[config.mk]
export PLATFORM = sky130hd
export DESIGN_NAME = bcd_display_scanner
export DESIGN_NICKNAME = d
export VERILOG_FILES = /design/src/rtl/bcd_disp_pkg.sv /design/src/rtl/bcd_to_seg.sv /design/src/rtl/bcd_display_scanner.sv
export SDC_FILE = /design/constraint.sdc
export NUM_CORES = 1
export LEC_CHECK = 0
export BUFFER_PORTS_ARGS = -buffer_cell sky130_fd_sc_hd__buf_2
export CORE_ASPECT_RATIO = 1.4
export CORE_MARGIN = 4
export CORE_UTILIZATION = 55
export CTS_CLUSTER_DIAMETER = 50
export DETAILED_ROUTE_END_ITERATION = 8
export PLACE_DENSITY = 0.81
export SLEW_MARGIN = 25
export SYNTH_ARGS = -nofsm -noshare
export SYNTH_HDL_FRONTEND = slang
export SYNTH_SLANG_ARGS = --single-unit
[constraint.sdc]
create_clock -name clk -period 3.1 [get_ports clk]
set_input_delay 0.155 -clock clk [delete_from_list [all_inputs] [get_ports clk]]
set_output_delay 0.155 -clock clk [all_outputs]
set_load 0.01 [all_outputs]
[src/rtl/bcd_disp_pkg.sv]
// Shared constants for the BCD display scanner: segment patterns and index sizing.
package bcd_disp_pkg;

    // Segment order {g,f,e,d,c,b,a}, active-high
    localparam logic [6:0] SEG_DIGIT [0:9] = '{
        7'h3F, 7'h06, 7'h5B, 7'h4F, 7'h66,
        7'h6D, 7'h7D, 7'h07, 7'h7F, 7'h6F
    };
    localparam logic [6:0] SEG_DASH  = 7'h40;
    localparam logic [6:0] SEG_BLANK = 7'h00;

    function automatic int idx_w(input int n);
        return (n > 1) ? $clog2(n) : 1;
    endfunction

endpackage

[src/rtl/bcd_to_seg.sv]
// BCD digit to 7-segment decode; non-BCD codes show a dash.
module bcd_to_seg
    import bcd_disp_pkg::*;
(
    input  logic [3:0] digit,
    input  logic       blank,
    output logic [6:0] seg
);

    always_comb begin
        seg = SEG_DASH;
        if (blank)
            seg = SEG_BLANK;
        else if (digit <= 4'd9)
            seg = SEG_DIGIT[digit];
    end

endmodule

[src/rtl/bcd_display_scanner.sv]
// Time-multiplexed 7-segment scanner with frame-coherent snapshot, leading-zero
// blanking, anti-ghost blank slot and non-BCD flag.
module bcd_display_scanner
    import bcd_disp_pkg::*;
#(
    parameter int NUM_DIGITS    = 4,
    parameter int PRESCALE      = 4,
    parameter int BLANK_LEADING = 1
) (
    input  logic                    clk,
    input  logic                    rst,
    input  logic [4*NUM_DIGITS-1:0] digits_in,
    input  logic                    load,
    output logic [6:0]              seg_out,
    output logic [NUM_DIGITS-1:0]   dig_en,
    output logic                    frame_done,
    output logic                    bcd_err
);

    localparam int IW = idx_w(NUM_DIGITS);
    localparam int PW = idx_w(PRESCALE);
    localparam logic [IW-1:0] IDX_LAST = IW'(NUM_DIGITS - 1);
    localparam logic [PW-1:0] PRE_LAST = PW'(PRESCALE - 1);

    logic [PW-1:0]                 pre_cnt;
    logic [IW-1:0]                 idx;
    logic [NUM_DIGITS-1:0][3:0]    shadow;
    logic [NUM_DIGITS-1:0][3:0]    staging;
    logic                          pend;

    logic       slot_end, wrap;
    logic       higher_zero, blank_sel, any_err;
    logic [3:0] sel_digit;
    logic [6:0] seg_dec;

    assign slot_end  = (pre_cnt == PRE_LAST);
    assign wrap      = slot_end && (idx == IDX_LAST);
    assign sel_digit = shadow[idx];

    // A digit is a leading zero when it and every more significant digit are 0
    always_comb begin
        higher_zero = 1'b1;
        for (int k = 0; k < NUM_DIGITS; k++)
            if (k >= int'(idx) && shadow[k] != 4'd0)
                higher_zero = 1'b0;
        blank_sel = (BLANK_LEADING != 0) && (idx != '0) && higher_zero;
    end

    always_comb begin
        any_err = 1'b0;
        for (int k = 0; k < NUM_DIGITS; k++)
            if (shadow[k] > 4'd9)
                any_err = 1'b1;
    end

    bcd_to_seg u_dec (
        .digit (sel_digit),
        .blank (blank_sel),
        .seg   (seg_dec)
    );

    always_ff @(posedge clk) begin
        if (rst) begin
            pre_cnt    <= '0;
            idx        <= '0;
            shadow     <= '0;
            staging    <= '0;
            pend       <= 1'b0;
            seg_out    <= '0;
            dig_en     <= '0;
            frame_done <= 1'b0;
            bcd_err    <= 1'b0;
        end else begin
            pre_cnt <= slot_end ? '0 : pre_cnt + 1'b1;
            if (slot_end)
                idx <= (idx == IDX_LAST) ? '0 : idx + 1'b1;

            // Shadow only moves at the frame boundary so a frame never tears
            if (wrap) begin
                if (load)
                    shadow <= digits_in;
                else if (pend)
                    shadow <= staging;
                pend <= 1'b0;
            end else if (load) begin
                staging <= digits_in;
                pend    <= 1'b1;
            end

            if (pre_cnt == '0) begin
                dig_en  <= '0;
                seg_out <= SEG_BLANK;
            end else begin
                dig_en  <= NUM_DIGITS'(1) << idx;
                seg_out <= seg_dec;
            end
            frame_done <= wrap;
            bcd_err    <= any_err;
        end
    end

endmodule
; After elaboration in Yosys (flattened, before gate mapping)
; Memories as Yosys holds them, arrays and structs flattened.
; Index checks and enable logic that the tools add are counted.
[word_totals]
reg_bits = 50
rom_bits = 112
inputBits = 19
out_inout_bits = 13
elab_cells = 70
mem_count = 1
[memory_table]
columns = memory, depth, width, read_ports, rd_ports_with_merged_regs, write_ports, line_no
row1 = (name not given), 16, 7, 1, 0, 0, bcd_to_seg.sv:15  ; seg = SEG_DIGIT[digit];
[op_classes]
add_sub_neg = 2
order_cmp = 10
n_eq_ne = 2
n_shift = 1
n_mux = 16
bitwise = 3
reduce_logical = 19
[op_table]
columns = cell, count
row1 = two-way mux 16 bit, 2
row2 = two-way mux 7 bit, 3
row3 = > comparator 4 bit (second input constant), 4
row4 = nonzero test 4 bit, 4
row5 = binary-select mux 4 bit (select 2 bit), 1
row6 = two-way mux 1 bit, 8
row7 = OR reduction 2 bit, 3
row8 = greater-or-equal comparator 5 bit (second input constant), 1
row9 = logical AND 1 bit, 5
row10 = inverter 4 -> 5 bit, 1
row11 = adder 2 x 1 -> 2 bit (second input constant), 2
row12 = == test 2 bit (second input constant), 2
row13 = greater-or-equal comparator 1 x 2 -> 1 bit (first input constant), 2
row14 = <= comparator 4 bit (second input constant), 1
row15 = two-way mux 4 bit, 1
row16 = AND reduction 2 bit, 2
row17 = nonzero test 2 bit, 2
row18 = OR reduction 4 bit, 1
row19 = left shift 1 x 2 -> 4 bit (first input constant), 1
row20 = < comparator 2 x 3 -> 1 bit (second input constant), 1
row21 = OR reduction 3 bit, 1
row22 = greater-or-equal comparator 2 bit (first input constant), 1
row23 = logical NOT 2 bit, 1
row24 = two-way mux 2 bit, 1
row25 = inverter 1 bit, 2

; Logic depth before layout (Yosys ltp)
; Gate-level depths: netlist (run 1).
[logic_depth]
depth_word = 8
depth_mapped = 9
mapped_depth_nobuf = 8

; Cells and area by module
; Synthesis (run 1) repeated with hierarchy kept, for this count alone.
[hier_totals]
cells_unflattened = 245
hier_area_um2 = 2352.3
[modules_own_cells]
columns = mod, instances, cells_per_inst, area_per_inst_um2, seq_area_each_um2
row1 = bcd_display_scanner, 1, 214, 2143.3, 1001.0
row2 = bcd_to_seg, 1, 31, 209.0, 0.0

; Least setup slack after synthesis (run 1)
; No wires, ideal clock.
[synth_timing]
path_type = reg-to-reg
start = register idx[0]
end = register seg_out[4]
setup_time_ps = 78
arrival_ps = 1924
t_required_ps = 3022
path_slack_ps = 1098
path_stages_with_launch = 9
path_buffers = 1
period_less_slack_ps = 2002
path_cell_list = dfxtp_1 buf_6 mux4_1 inv_1 ha_1 nor2_1 o21ai_2 o211ai_2 nor3_1
[synth_via]
elab_chain_len = 8
word_cells_on_any_way = 21
cone_classes = 4 x order compare / 8 x mux / 2 x bitwise / 6 x reduce/logical / 1 x memory
[synth_rtl]
columns = item, line_no
row1 = "start, declared", bcd_display_scanner.sv:26  ; logic [IW-1:0] idx;
row2 = "start signal, assigned", bcd_display_scanner.sv:76  ; idx <= (idx == IDX_LAST) ? '0 : idx + 1'b1;
row3 = "parallel branches: the longest is 8 deep, another holds memory (16 x 7 bit)", n/a
row4 = "end signal, assigned", bcd_display_scanner.sv:95  ; seg_out <= seg_dec;
row5 = "end, declared", bcd_display_scanner.sv:14  ; output logic [6:0] seg_out,
; Several ways; the timed one is not identified. The select of a mux whose other input is x is not followed.
; A chain may end at the register's enable or synchronous reset.

; Final worst setup path (run 1)
; Same ends and word-level chain as after synthesis.

==> results of run 1 <==
-- worst max-delay path by stage --
stage	cells past startpoint	startpoint	slack, ns	endpoint
CTS	7	idx[0]	0.72	seg_out[4]
global placement	7	idx[0]	0.90	seg_out[4]
detailed placement	7	idx[0]	0.73	seg_out[4]
finish	7	idx[0]	0.73	seg_out[4]
global route	7	idx[0]	0.50	seg_out[4]
floorplan	8	idx[0]	1.10	seg_out[4]
-- synth_stat cells (3+ instances only) --
cell / instances
nor2_1: 25
nor3_1: 5
buf_2: 3
mux2i_1: 20
a21oi_1: 22
nand2_1: 35
nor4_1: 3
ha_1: 12
dfxtp_1: 50
a211oi_1: 16
inv_1: 10
nor3b_1: 3
and3_1: 3
o21ai_0: 6
clkbuf_1: 11
-- cell type report --
| class | count | area (um2) | share of cell area |
|---|---|---|---|
| Clock buffer | 6 | 72.6 | 0.0299 |
| Clock inverter | 1 | 7.51 | 0.00309 |
| Inverter | 10 | 37.5 | 0.0155 |
| Multi-Input combinational cell | 165 | 1090 | 0.450 |
| Sequential cell | 50 | 1000 | 0.413 |
| Tap cell | 43 | 53.8 | 0.0222 |
| Timing Repair Buffer | 32 | 163 | 0.0670 |
-- metal layers --
metal  vias to the layer above  wire [um]
met5                         -          0
met4                         0         69
met3                         8        198
met2                        36       2000
met1                       755       1720
li1                        872          -
-- kinds of logic after synthesis --
family                   after synthesis  share of synthesized area
buffers and inverters                 26                     0.0527
adder cells (fa/ha/maj)               12                     0.0680
flip-flops                            50                      0.453
AND/OR/NAND/NOR                       78                      0.152
AO/OA/AOI/OAI                         51                      0.144
multiplexers                          24                      0.130
-- worst max-delay path: cells and delay by family, from the launching register on --
kind	cells	cell delay [ns]
AO/OA/AOI/OAI	2	0.31
adder cells (fa/ha/maj)	1	0.21
buffers and inverters	1	0.15
flip-flops	1	0.62
multiplexers	1	0.70
AND/OR/NAND/NOR	2	0.29
-- state kept, by name (all words and copies together), names as in the netlist --
| signal | cells |
|---|---|
| shadow | 16 |
| bcd_err | 1 |
| staging | 16 |
| frame_done | 1 |
| pre_cnt | 2 |
| dig_en | 4 |
| pend | 1 |
| idx | 2 |
| seg_out | 7 |
-- cell usage in the layout, fill, tap and decap left out, types with 2 or more instances in the layout --
cell      Yosys  layout
nand2_1      35      35
nor2b_1       2       2
mux2i_1      20      20
o21ai_0       6       6
nor3_1        5       5
and3_1        3       3
a211oi_1     16      16
a21oi_1      22      22
nor3b_1       3       3
ha_1         12      12
inv_1        10      10
buf_2         3      31
nor2_1       25      25
clkbuf_8      0       5
nor4_1        3       3
mux4_1        2       2
dfxtp_1      50      50
-- power by group --
part	switching, mW	internal, mW
clock	0.194	0.155
sequential	0.0134	0.671
combinational	0.0619	0.0478
total	0.270	0.873
==> results.cfg, run 1 <==
[outcome]
status = complete, no violations

[timing]
rsz0062_at_grt = no
finalSetupViolCount = 0
worstMarginPinSlew_ns = 0.714
hold_slack_ns = 0.0973
min_period_ns = 2.37
maxClockFrequency_ghz = 0.421
timing.final.hold_violations = 0
clock_skew_ns = 0.00707
fin_crit_sh = 0.766
setup_slack_ns = 0.727
slew_headroom = 0.524
final.setup.tns_ns = 0
slew_viol_final = 0

[critical_path]
max_stage_delay_ns = 0.70
path_class = reg2reg
end_kind = flop
worstPathRequired_ns = 3.32
crit_arrival_ns = 2.59
worstReg2RegStart = idx[0]
crit_path_start_kind = flop
crit_chain = mux4_1 > inv_1 > ha_1 > nor2_1 > o21ai_2 > o211ai_2 > nor3_1
r2r_cells = 7
r2r-end = seg_out[4]
cpMaxStageDelayCell = mux4_1
r2r_slack_ns = 0.73
path_max_fanout = 13

[clocking]
cts_inserted_buffers = 5
cts_tree = yes
cts.sinks = 50
post_cts_resized = 0
cts-htree-levels = 2
postCtsSetupBuffers = 0
worstSkewPairLatency_ns = 0.30
cts-hold-fix-buffers = 0
clk_pin_slew_worst_paths_ns = 0.08
cts_root_buffer = clkbuf_8
clockBufferDepth = 2

[placement]
place_area_um2 = 2350
hpwl_um = 2870
portBuffers = 31
gp_congestion = 0.881
dp_slack_ns = 0.734
dp_cells = 300

[floorplan]
die_h_um = 83.0
num_rows = 27
coreArea_um2 = 3920
start_util = 0.564
io_pins = 32
dieArea_um2 = 5110
die_w_um = 61.6

[grt]
grt_pass1_wl_um = 7000
grt_max_degree = 42
use_met3 = 0.0389
first_global_vias = 1560
overflow = 0
grt_antenna_before_repair = 0
grt.busiest_layer = met2
use_met2 = 0.290
grt_use_total = 0.173
use_met1 = 0.213

[synth]
synth_seq_area_share = 0.453
postSynthCellCount = 241
synth_flop_cell = dfxtp_1
synthTopCellsByArea = dfxtp_1 (45%), mux2i_1 (9.1%), ha_1 (6.8%), nand2_1 (5.9%), a211oi_1 (5.4%)
ys_types = 29
synth_seq_cells = 50
synth_top_area_frac = 0.453
syn-num-nets = 272
syn-cell-area_um2 = 2210
avgSynthCellArea_um2 = 9.16
yosysTopAreaCell = dfxtp_1
ys_warn_count = 0
synthArstFlopShare = 0
synth_edf_count = 0

[power]
p_per_area_nw_per_um2 = 471
ir_drop_mv = 0.447
p_total_mw = 1.14
p_leak_nw = 1.02

[routing]
ant_nets = 0
drtPass1Iterations = 4
drt_first_iter_violations = 23
via_per_inst = 5.44
vias = 1671
drc_errors = 0
wl_um = 3990
wl_per_cell_um = 13.0

[min_path]
hp-start = digits_in[9]
min_to = staging[9]
hp-class = in2reg
worstHoldPathCells = 3

[cells_and_area]
antenna_cells = 0
nFillCells = 341
final_util = 0.619
fin_cells = 307
final_nets = 295
flow.area_growth_from_synthesis_pct = 9.86
drive_above_1_share = 0.159
fin_area_um2 = 2430

[run]
max_cap_viol_count = 0
No activity file was read; power rests on OpenSTA's default activity.
==> inputs of run 2 (changes only) <==
CORE_UTILIZATION = 50   (was 55)
PLACE_DENSITY = 0.78   (was 0.81)
clock period = 2.15 ns   (was 3.1 ns; I/O delays follow)
==> results.cfg, run 2 (same netlist as run 1, synthesis figures left out) <==
[critical_path]
crit_chain = mux4_2 > inv_1 > ha_1 > nor2_1 > o21ai_2 > o211ai_2 > nor3_1
worstReg2RegStart = idx[0]
r2r_slack_ns = 0.21
path_max_fanout = 5
r2r_cells = 7
worstPathRequired_ns = 2.36
crit_arrival_ns = 2.16
crit_path_start_kind = flop
critPathCapture = seg_out[4]
path_class = reg2reg
r2r-end = seg_out[4]
crit_start = idx[0]
end_kind = flop
cpMaxStageDelayCell = mux4_2
max_stage_delay_ns = 0.56

[cells_and_area]
nFillCells = 400
layout_commonest_cell = dfxtp_1
final_nets = 298
largestRegisters = shadow: 16 flops, staging: 16 flops, seg_out: 7 flops
drive_above_1_share = 0.179
seqCellArea_um2 = 1000
antenna_cells = 0
multi_input_area_um2 = 1090
layout_common_cells = dfxtp_1 (49), nand2_1 (35), buf_2 (31)
flow.area_growth_from_synthesis_pct = 13.1

[placement]
hpwl_um = 2990
portBuffers = 31
gp_congestion = 0.888

[routing]
wl_per_cell_um = 12.2
wl_um = 4000
via_per_inst = 5.09
ant_nets = 0
drc_errors = 0
drtPass1Iterations = 4
drt_first_iter_violations = 70
vias = 1668

[timing]
clock_skew_ns = 0.00796
rsz0062_at_grt = no
hold_slack_ns = 0.0456
slew_viol_final = 0
final.setup.tns_ns = 0
fin_crit_sh = 0.904
min_period_ns = 1.94
worstMarginPinSlew_ns = 0.563
slew_headroom = 0.625
maxClockFrequency_ghz = 0.515
finalSetupViolCount = 0
timing.final.hold_violations = 0

[floorplan]
die_h_um = 86.6
dieArea_um2 = 5560
start_util = 0.521
die_w_um = 64.2
coreArea_um2 = 4240
num_rows = 28
io_pins = 32

[clocking]
postCtsSetupBuffers = 0
cts_inserted_buffers = 5
cts_tree = yes
clk_pin_slew_worst_paths_ns = 0.09
worstSkewPairLatency_ns = 0.30
cts_root_buffer = clkbuf_8
clockBufferDepth = 2
cts-htree-levels = 2
cts.sinks = 50

[grt]
grt_pass1_wl_um = 7090
use_met3 = 0.0363
use_met1 = 0.189
grt_max_degree = 33
grt.busiest_layer = met2
grt_use_total = 0.160
use_met2 = 0.274
grt_antenna_before_repair = 0
first_global_vias = 1605
overflow = 0

[power]
p_comb_frac = 0.094
switching_share = 0.224
power_frac_seq = 0.550
p_per_area_nw_per_um2 = 715
ir_drop_mv = 0.610
internal_power_mw = 1.39
clkPwrFrac = 0.356
p_leak_nw = 1.04
switching_power_mw = 0.400

[min_path]
hp-class = in2reg

[run]
max_cap_viol_count = 0

[outcome]
status = complete, no violations
-- run 2: worst min-delay path by stage --
stage	from	end	slack (ns)	cells after the start
6_report	digits_in[11]	staging[11]	0.05	3
5_1_grt	digits_in[1]	staging[1]	0.04	3
4_1_cts	digits_in[4]	staging[4]	0.04	3
3_5_place_dp	digits_in[4]	staging[4]	0.37	3
3_3_place_gp	digits_in[4]	staging[4]	0.36	3
2_1_floorplan	digits_in[0]	staging[0]	0.24	2
-- run 2: repair_timing --
action                                  in CTS  in global routing
hold buffers                                 0                  0
endpoints found under the setup margin       0                  4
gates resized for setup                      0                  2
-- run 2: cell type report --
| type | count | area share |
|---|---|---|
| flip-flops and latches | 50 | 0.401 |
| clock buffers | 6 | 0.0291 |
| multi-input cells | 165 | 0.435 |
| repair buffers | 35 | 0.0741 |
| clock inverters | 2 | 0.0150 |
| inverters | 10 | 0.0150 |
| well taps | 60 | 0.0301 |
-- run 2: per-stage QoR --
stage          utilization  setup slack (ns)  power, mW  cells  instance area (um2)
6_report             0.589             0.206       1.79    328                 2500
5_1_grt              0.589            0.0402       1.89    328                 2500
4_1_cts              0.590            0.0754       1.81    328                 2500
3_5_place_dp         0.564            0.0834       1.17    320                 2390
3_3_place_gp         0.564             0.244       1.17    320                 2390
2_1_floorplan            -             0.148       1.12    241                 2210
-- run 2: power groups by stage --
| stage | Combinational, mW | Clock (mW) | Sequential [mW] |
|---|---|---|---|
| after global routing | 0.193 | 0.705 | 0.988 |
| final | 0.168 | 0.636 | 0.982 |
| after global placement | 0.167 | 0 | 1.00 |
| after floorplan | 0.105 | 0 | 1.01 |
| after CTS | 0.171 | 0.658 | 0.982 |
| after detailed placement | 0.170 | 0 | 1.00 |
-- run 2: worst max-delay path: cells and delay by family (launching register included) --
kind	cells	cell delay, ns
multiplexers	1	0.56
buffers and inverters	1	0.14
AO/OA/AOI/OAI	2	0.28
AND/OR/NAND/NOR	2	0.31
adder cells (fa/ha/maj)	1	0.22
flip-flops	1	0.36
-- run 2: layer usage --
metal / wire length, um / up-vias
met5: 0 / -
met1: 1750 / 743
met3: 152 / 11
met2: 1980 / 31
li1: - / 883
met4: 112 / 0
==> inputs of run 3 (changes only) <==
CORE_MARGIN = 3   (was 4)
CORE_UTILIZATION = 55   (was 50)
PLACE_DENSITY = 0.81   (was 0.78)
SYNTH_HIERARCHICAL = 1   (was unset)
clock period = 2.2 ns   (was 2.15 ns; I/O delays follow)
==> results.cfg, run 3 <==
[outcome]
status = complete, no violations

[synth]
ys_types = 31
synthTopCellsByArea = dfxtp_1 (43%), a211oi_2 (8.0%), mux2i_1 (7.2%), ha_1 (5.9%), nand2_1 (5.6%)
syn-cell-area_um2 = 2350
synthArstFlopShare = 0
syn-num-nets = 275
avgSynthCellArea_um2 = 9.60
yosysMostFrequentCell = dfxtp_1
yosysTopAreaCell = dfxtp_1
synth_seq_area_share = 0.426
synth_top_area_frac = 0.426
synth_top_cells_by_count = dfxtp_1 (50), nand2_1 (35), nor2_1 (27)
ys_warn_count = 6
synth_flop_cell = dfxtp_1
synth_seq_cells = 50
postSynthCellCount = 245
synth_edf_count = 0

[power]
p_per_area_nw_per_um2 = 652
p_total_mw = 1.67
p_leak_nw = 1.06
ir_drop_mv = 0.489

[cells_and_area]
layout_commonest_cell = dfxtp_1
largestRegisters = shadow: 16 flops, staging: 16 flops, seg_out: 7 flops
flow.area_growth_from_synthesis_pct = 9.20
seqCellArea_um2 = 1000
layout_common_cells = dfxtp_1 (49), nand2_1 (35), buf_2 (31)
multi_input_area_um2 = 1210
antenna_cells = 0
final_util = 0.639
final_nets = 301
drive_above_1_share = 0.239
fin_area_um2 = 2570
nFillCells = 335

[floorplan]
num_rows = 27
start_util = 0.585
die_w_um = 61.3
coreArea_um2 = 4020
die_h_um = 83.4
dieArea_um2 = 5110
io_pins = 32

[clocking]
cts_tree = yes
cts_inserted_buffers = 5
cts-htree-levels = 2
clk_pin_slew_worst_paths_ns = 0.09
clockBufferDepth = 2
worstSkewPairLatency_ns = 0.30
postCtsSetupBuffers = 0
cts_root_buffer = clkbuf_8
cts.sinks = 50
post_cts_resized = 0
cts-hold-fix-buffers = 0

[timing]
min_period_ns = 2.01
timing.final.hold_violations = 0
maxClockFrequency_ghz = 0.497
worstMarginPinSlew_ns = 0.507
final.setup.tns_ns = 0
fin_crit_sh = 0.915
clock_skew_ns = 0.00786
finalSetupViolCount = 0
slew_viol_final = 0
slew_headroom = 0.662
rsz0062_at_grt = no
hold_slack_ns = 0.0440

[min_path]
hp-start = digits_in[8]
hp-class = in2reg
min_to = staging[8]
worstHoldPathCells = 3

[critical_path]
worstSetupPathDepth = 7
path_buf_inv = 1
crit_path_start_kind = flop
cpMaxStageDelayCell = dfxtp_1
r2r_slack_ns = 0.19
max_stage_delay_ns = 0.41
crit_start = idx[1]
worstPathRequired_ns = 2.40
crit_chain = inv_1 > ha_1 > or4_1 > nor3_1 > a21o_1 > nor2_1 > and2_1
r2r-end = seg_out[3]
r2r_cells = 7
path_delay_family = simple AND/OR/NAND/NOR gates
worstReg2RegStart = idx[1]
path_max_fanout = 5
path_class = reg2reg
crit_arrival_ns = 2.22
end_kind = flop

[grt]
overflow = 0
grt_antenna_before_repair = 0
grt_pass1_wl_um = 6890
grt_use_total = 0.174
first_global_vias = 1551
grt_max_degree = 41

[routing]
drt_first_iter_violations = 53
drc_errors = 0
ant_nets = 0
drtPass1Iterations = 4
vias = 1732
wl_per_cell_um = 13.2
via_per_inst = 5.50
wl_um = 4160

[run]
max_cap_viol_count = 0

[placement]
place_area_um2 = 2480
portBuffers = 31
gp_congestion = 0.913
hpwl_um = 3020
[run 3: metal layers]
metal  GRT usage  wire length [um]  vias up
met1       0.212              1790      797
met3      0.0420               166        6
li1            -                 -      894
met4      0.0690                72        0
met2       0.284              2130       35
met5           0                 0        -
[run 3: per-stage QoR]
| step | setup slack (ns) | instances |
|---|---|---|
| floorplan | 0.170 | 245 |
| global placement | 0.189 | 307 |
| detailed placement | 0.103 | 307 |
| CTS | 0.0705 | 315 |
| global route | 0.0661 | 315 |
| finish | 0.187 | 315 |
[run 3: final cells by class]
class / count / share of cell area
multi-input cells: 171 / 0.470
flip-flops and latches: 50 / 0.390
repair buffers: 35 / 0.0721
clock buffers: 5 / 0.0268
well taps: 43 / 0.0209
inverters: 8 / 0.0117
clock inverters: 3 / 0.00828
[run 3: cell families (layout without fill, tap and decap cells)]
logic type	Yosys count	after routing	share of synthesized area
AO/OA/AOI/OAI	54	54	0.184
adder cells (fa/ha/maj)	11	11	0.0585
buffers and inverters	24	51	0.0612
flip-flops	50	50	0.426
multiplexers	21	21	0.111
AND/OR/NAND/NOR	85	85	0.161
[run 3: worst reg2reg max path, delay by kind of cell (launching register included)]
family | cells | cell delay, ns
and+or+nand+nor | 4 | 0.98
AOI/OAI and AO/OA | 1 | 0.24
buffers and inverters | 1 | 0.10
DFF | 1 | 0.41
adders and majority gates | 1 | 0.19
[run 3: report_power, final]
group / switching [mW] / leakage [nW] / internal, mW
Clock: 0.305 / 0.0441 / 0.224
Sequential: 0.0178 / 0.409 / 0.945
Combinational: 0.103 / 0.604 / 0.0796
[run 3: how the worst max path moves through the flow]
stage / slack [ns] / to
final: 0.19 / seg_out[3]
after detailed placement: 0.10 / seg_out[3]
after global routing: 0.07 / seg_out[4]
after CTS: 0.07 / seg_out[2]
after global placement: 0.19 / seg_out[4]
after floorplan: 0.17 / seg_out[4]
